==> src/rtl/axi_rd_pkg.sv <==
// Shared types and constants for the AXI read-path scheduler.
package axi_rd_pkg;

  localparam int AXI_ADDR_BITS = 32;
  localparam int AXI_LEN_BITS  = 4;

  localparam logic [15:0] DEF_S0_HI = 16'h0000;
  localparam logic [15:0] DEF_S1_HI = 16'h0001;

  localparam logic [1:0] M0_OH = 2'b01;
  localparam logic [1:0] M1_OH = 2'b10;

  localparam logic [2:0] S0_OH = 3'b001;
  localparam logic [2:0] S1_OH = 3'b010;
  localparam logic [2:0] DS_OH = 3'b100;

  typedef enum logic [1:0] {
    IDLE,
    ADDR,
    DATA
  } rd_state_e;

  function automatic logic [2:0] tgt_decode(
    input logic [15:0] hi,
    input logic [15:0] s0_hi,
    input logic [15:0] s1_hi
  );
    if (hi == s0_hi) return S0_OH;
    if (hi == s1_hi) return S1_OH;
    return DS_OH;
  endfunction

endpackage

==> src/rtl/axi_rd_scheduler_rr_arb2.sv <==
// Two-request round-robin picker; rr_last remembers the last
// master served and only moves when a burst completes.
module rr_arb2
  import axi_rd_pkg::*;
(
  input  logic       clk,
  input  logic       rst,
  input  logic [1:0] req,
  input  logic       upd,
  input  logic       upd_m1,
  output logic [1:0] gnt
);

  logic rr_last;

  always_ff @(posedge clk or posedge rst) begin
    if (rst) begin
      rr_last <= 1'b1;
    end else if (upd) begin
      rr_last <= upd_m1;
    end
  end

  always_comb begin
    gnt = 2'b00;
    unique case (1'b1)
      (req == 2'b11): gnt = rr_last ? M0_OH : M1_OH;
      (req == 2'b01): gnt = M0_OH;
      (req == 2'b10): gnt = M1_OH;
      default:        gnt = 2'b00;
    endcase
  end

endmodule

==> src/rtl/axi_rd_scheduler.sv <==
// AXI read-path control: arbitrates AR between two masters, decodes
// the target, and gates AR/R handshakes for one burst at a time.
module axi_rd_scheduler
  import axi_rd_pkg::*;
#(
  parameter int          ADDR_W = AXI_ADDR_BITS,
  parameter int          LEN_W  = AXI_LEN_BITS,
  parameter logic [15:0] S0_HI  = DEF_S0_HI,
  parameter logic [15:0] S1_HI  = DEF_S1_HI
) (
  input  logic              clk,
  input  logic              rst,
  input  logic              ARVALID_M0,
  input  logic              ARVALID_M1,
  input  logic [ADDR_W-1:0] ARADDR_M0,
  input  logic [ADDR_W-1:0] ARADDR_M1,
  input  logic [LEN_W-1:0]  ARLEN_M0,
  input  logic [LEN_W-1:0]  ARLEN_M1,
  output logic              ARREADY_M0,
  output logic              ARREADY_M1,
  output logic              ARVALID_S0,
  output logic              ARVALID_S1,
  output logic              ARVALID_DS,
  input  logic              ARREADY_S0,
  input  logic              ARREADY_S1,
  input  logic              ARREADY_DS,
  input  logic              RVALID_S0,
  input  logic              RVALID_S1,
  input  logic              RVALID_DS,
  input  logic              RLAST_S0,
  input  logic              RLAST_S1,
  input  logic              RLAST_DS,
  output logic              RREADY_S0,
  output logic              RREADY_S1,
  output logic              RREADY_DS,
  output logic              RVALID_M0,
  output logic              RVALID_M1,
  input  logic              RREADY_M0,
  input  logic              RREADY_M1,
  output logic [1:0]        grant_m,
  output logic [2:0]        sel_s,
  output logic              busy,
  output logic              len_err
);

  rd_state_e        state;
  logic [LEN_W-1:0] len_q;
  logic [LEN_W-1:0] beat_cnt;
  logic [LEN_W-1:0] len_m;
  logic [1:0]       req;
  logic [1:0]       gnt;
  logic [1:0]       rr_m;
  logic [2:0]       arr_s;
  logic [2:0]       rv_s;
  logic [2:0]       rl_s;
  logic [2:0]       tgt;
  logic [15:0]      hi;
  logic             ar_v;
  logic             ar_r;
  logic             r_v;
  logic             r_r;
  logic             r_l;
  logic             ar_hs;
  logic             r_hs;
  logic             done;
  logic             in_addr;
  logic             in_data;
  logic             unused;

  assign unused = ^{ARADDR_M0[ADDR_W-17:0], ARADDR_M1[ADDR_W-17:0]};

  assign req   = {ARVALID_M1, ARVALID_M0};
  assign rr_m  = {RREADY_M1, RREADY_M0};
  assign arr_s = {ARREADY_DS, ARREADY_S1, ARREADY_S0};
  assign rv_s  = {RVALID_DS, RVALID_S1, RVALID_S0};
  assign rl_s  = {RLAST_DS, RLAST_S1, RLAST_S0};

  assign in_addr = (state == ADDR);
  assign in_data = (state == DATA);

  // All routing keys off the registered selects only.
  assign ar_v  = |(grant_m & req);
  assign ar_r  = |(sel_s & arr_s);
  assign r_v   = |(sel_s & rv_s);
  assign r_r   = |(grant_m & rr_m);
  assign r_l   = |(sel_s & rl_s);
  assign ar_hs = in_addr & ar_v & ar_r;
  assign r_hs  = in_data & r_v & r_r;
  assign done  = r_hs & r_l;

  assign hi = gnt[1] ? ARADDR_M1[ADDR_W-1 -: 16]
                     : ARADDR_M0[ADDR_W-1 -: 16];
  assign tgt   = tgt_decode(hi, S0_HI, S1_HI);
  assign len_m = grant_m[1] ? ARLEN_M1 : ARLEN_M0;

  assign {ARVALID_DS, ARVALID_S1, ARVALID_S0} =
    (in_addr && ar_v) ? sel_s : 3'b000;
  assign {ARREADY_M1, ARREADY_M0} =
    (in_addr && ar_r) ? grant_m : 2'b00;
  assign {RVALID_M1, RVALID_M0} =
    (in_data && r_v) ? grant_m : 2'b00;
  assign {RREADY_DS, RREADY_S1, RREADY_S0} =
    (in_data && r_r) ? sel_s : 3'b000;

  assign busy = (state != IDLE);

  rr_arb2 u_arb (
    .clk    (clk),
    .rst    (rst),
    .req    (req),
    .upd    (done),
    .upd_m1 (grant_m[1]),
    .gnt    (gnt)
  );

  always_ff @(posedge clk or posedge rst) begin
    if (rst) begin
      state    <= IDLE;
      grant_m  <= 2'b00;
      sel_s    <= 3'b000;
      len_q    <= '0;
      beat_cnt <= '0;
      len_err  <= 1'b0;
    end else begin
      len_err <= 1'b0;
      unique case (state)
        IDLE: begin
          if (|req) begin
            grant_m <= gnt;
            sel_s   <= tgt;
            state   <= ADDR;
          end
        end
        ADDR: begin
          if (ar_hs) begin
            len_q    <= len_m;
            beat_cnt <= '0;
            state    <= DATA;
          end
        end
        DATA: begin
          if (r_hs) begin
            if (beat_cnt != '1) begin
              beat_cnt <= beat_cnt + LEN_W'(1);
            end
            // Compare the pre-increment count: last beat index vs ARLEN.
            if (r_l) begin
              len_err <= (beat_cnt != len_q);
              grant_m <= 2'b00;
              sel_s   <= 3'b000;
              state   <= IDLE;
            end
          end
        end
        default: state <= IDLE;
      endcase
    end
  end

endmodule

==> config.mk <==
export PLATFORM = sky130hd
export DESIGN_NAME = axi_rd_scheduler
export DESIGN_NICKNAME = d
export VERILOG_FILES = /design/src/rtl/axi_rd_pkg.sv /design/src/rtl/axi_rd_scheduler_rr_arb2.sv /design/src/rtl/axi_rd_scheduler.sv
export SDC_FILE = /design/constraint.sdc
export NUM_CORES = 1
export LEC_CHECK = 0
export ABC_AREA = 1
export CAP_MARGIN = 20
export CORE_MARGIN = 8
export CORE_UTILIZATION = 28
export CTS_CLUSTER_SIZE = 28
export DETAILED_ROUTE_END_ITERATION = 8
export PLACE_DENSITY = 0.87
export SLEW_MARGIN = 10
export SYNTH_ARGS = -nofsm -noshare
export SYNTH_HDL_FRONTEND = slang
export SYNTH_SLANG_ARGS = --single-unit
==> constraint.sdc <==
create_clock -name clk -period 1.2 [get_ports clk]
set_clock_uncertainty 0.05 [all_clocks]
set_input_delay 0.36 -clock clk [delete_from_list [all_inputs] [get_ports clk]]
set_output_delay 0.36 -clock clk [all_outputs]
set_load 0.01 [all_outputs]
==> results_dict.tcl <==
set metrics [dict create \
    outcome "finished with violations" \
    violations "negative setup slack" \
    cts-htree-levels 1 \
    synth_area_per_cell_sq_um 6.52 \
    endpoint_kind "primary output" \
    cts_tree "yes" \
    synthArstFlopShare_pct 100 \
    power.leakage_nw 1.23 \
    yosysSeqAreaShare_pct 35.9 \
    cts_root_buf "clkbuf_8" \
    start_util_pct 29.5 \
    cts.sinks 17 \
    cp.required_ns 0.79 \
    rsz0062_at_grt "true" \
    yosysTopAreaCell "dfrtp_1" \
    die_area_sq_um 6580 \
    cp_max_fo 3 \
    via_count 1570 \
    path_class "reg -> out" \
    synth_top_area_share_pct 33.7 \
    cts.clk_slew.worst_paths_ns 0.06 \
    fillers 338 \
    grt_max_degree 10 \
    overflow 0 \
    maxCapViolCount 0 \
    drt-vias-per-instance 4.56 \
    route.detailed.drc 0 \
    multi_input_area_sq_um 868 \
    drt_first_pass_iters 4 \
    setup_viol 31 \
    cts_buffers 3 \
    globalplace.congestion 0.938 \
    fmax_ghz 0.586 \
    initialDrtViolationCount 44 \
    wire_per_inst_um 14.2 \
    fin_crit_sh_pct 142 \
    syn_nets 270 \
    synth_area_sq_um 1190 \
    final_nets 383 \
    synth_ff_type "dfrtp_1" \
    drtAntennaViolNets 0 \
    regArea_sq_um 433 \
    track_usage_pct 14.6 \
    power_mw 3.78 \
    drive_gt1_share_pct 38.8 \
    ir_drop_v 0.000860 \
    synth_cell_types 26 \
    syn2layout_area_growth_pct 113 \
    grt_antenna_before_repair 0 \
    slew_headroom_pct 79.4 \
    synth_most_common_cell "nand2_1" \
    synth_area_leaders "dfrtp_1, nand2_1, nor2_1, inv_1, nand3_1" \
    clock_insertion_delay_worst_skew_ns 0.25 \
    port_buffers 71 \
    arrival_ns 1.30 \
    hold_viol_final 0 \
    design.core.area_sq_um 4030 \
    yosys-top-cells-count "nand2_1, nor2_1, inv_1" \
    dp_hpwl_um 3710 \
    grt_pass1_vias 1679 \
    slew_viol_final 0 \
    syn_inst 182 \
    routed_wirelength_um 4890 \
    ys_ff_latch 17 \
    synth_edf_count 0 \
    power_density_nw_per_um2 1490 \
    cts.path.max_buffers 2 \
    holdBufCountCts 0 \
    max_slew.worst_pin.slew_ns 0.308 \
    place_area_sq_um 2270 \
    die-width_um 81.1 \
    ios 104 \
    die_h_um 81.1 \
    n_antenna_cell 0 \
    min_path_type "in -> async" \
    fin_crit_ns 1.71 \
    cp-start-kind "flip-flop" \
    setup_ws_ns -0.505 \
    yosys_warnings 0 \
    grt_pass1_wl_um 7730 \
    rows 23 \
    final_area_sq_um 2530 \
]
[through the flow]
| stage | setup TNS, ns | std cells | utilization, % | hold WS [ns] | setup slack (ns) |
|---|---|---|---|---|---|
| 3_3_place_gp | -20.93 | 331 | 56.4 | 0.433 | -1.05 |
| 5_1_grt | -11.68 | 344 | 62.8 | 0.246 | -0.568 |
| 3_5_place_dp | -21.60 | 331 | 56.4 | 0.435 | -1.07 |
| 2_1_floorplan | -0.958 | 182 | - | 0.235 | -0.103 |
| 4_1_cts | -8.27 | 342 | 60.4 | 0.243 | -0.492 |
| 6_report | -9.85 | 344 | 62.8 | 0.234 | -0.505 |
[power breakdown]
part           internal, mW  switching (mW)
combinational          1.23            1.23
sequential            0.734           0.155
clock                 0.236           0.191
[metal layers]
metal | wire [um] | track usage [%] | vias to the layer above | part of all wire (%)
met4 | 136 | 3.93 | 0 | 2.8
met2 | 2610 | 26.9 | 53 | 53
met1 | 1890 | 16.5 | 707 | 39
li1 | - | - | 796 | -
met3 | 255 | 3.09 | 14 | 5.2
met5 | 0 | 0 | - | 0
[final cells by class]
cell class | count | area share (%)
clock buffer | 4 | 1.78
inverter | 19 | 3.02
multi-input combinational | 145 | 34.3
sequential | 17 | 17.1
tap | 50 | 2.47
timing repair buffer | 109 | 41.3
[flip-flops by register name, indices dropped and copies added (netlist names)]
signal         cells
u_arb.rr_last      1
len_err            1
beat_cnt           4
len_q              4
grant_m            2
sel_s              3
state              2
[worst max-delay path, cell delays in order (launching register included)]
cell	delay, ns
dfrtp_2	0.44
buf_6	0.13
nor2_4	0.17
nand2_4	0.09
nor2_2	0.08
buf_2	0.13
[cell families after synthesis]
| kind of cell | share of synthesized area [%] |
|---|---|
| DFF | 35.9 |
| buffers and inverters | 6.64 |
| and+or+nand+nor | 47.1 |
| xor gates and xnor gates | 2.95 |
| adders and majority gates | 1.05 |
| AOI/OAI and AO/OA | 6.32 |
[cells in the final DEF (no fill, tap or decap), types with 4 or more instances in the layout]
cell type        instances
inv_1                   12
clkdlybuf4s50_1         44
dfrtp_2                  5
inv_2                    5
o31ai_2                  4
buf_2                    7
dlygate4sd2_1           10
nand2_1                 47
nor2_1                  33
nand2_2                  8
nand3_1                  9
nand2_4                  8
buf_4                   22
nor2_4                   5
nor2_2                   7
dfrtp_1                 11
buf_6                   24
[repair_timing]
action / CTS / global route
gates resized for setup: 117 / 18
pin swaps: 19 / 15
gates cloned: 0 / 1
endpoints found under the hold margin: 0 / 0
endpoints found under the setup margin: 34 / 33
setup buffers: 8 / 3
[worst paths after layout]
path,startpoint,endpoint,slack (ns),cells after the start
worst min-delay path,rst,grant_m[0]$_DFFE_PP0P_,0.23,2
worst min register to register,u_arb.rr_last$_DFFE_PP1P_,u_arb.rr_last$_DFFE_PP1P_,0.44,2
min in group clk,u_arb.rr_last$_DFFE_PP1P_,u_arb.rr_last$_DFFE_PP1P_,0.44,2
max in group asynchronous,rst,state[1]$_DFFE_PP0P_,0.52,3
worst max register to register,state[1]$_DFFE_PP0P_,beat_cnt[3]$_DFFE_PP0P_,-0.37,8
worst max-delay path,state[1]$_DFFE_PP0P_,ARREADY_M0,-0.51,5
(Power assumes the default switching activity.)
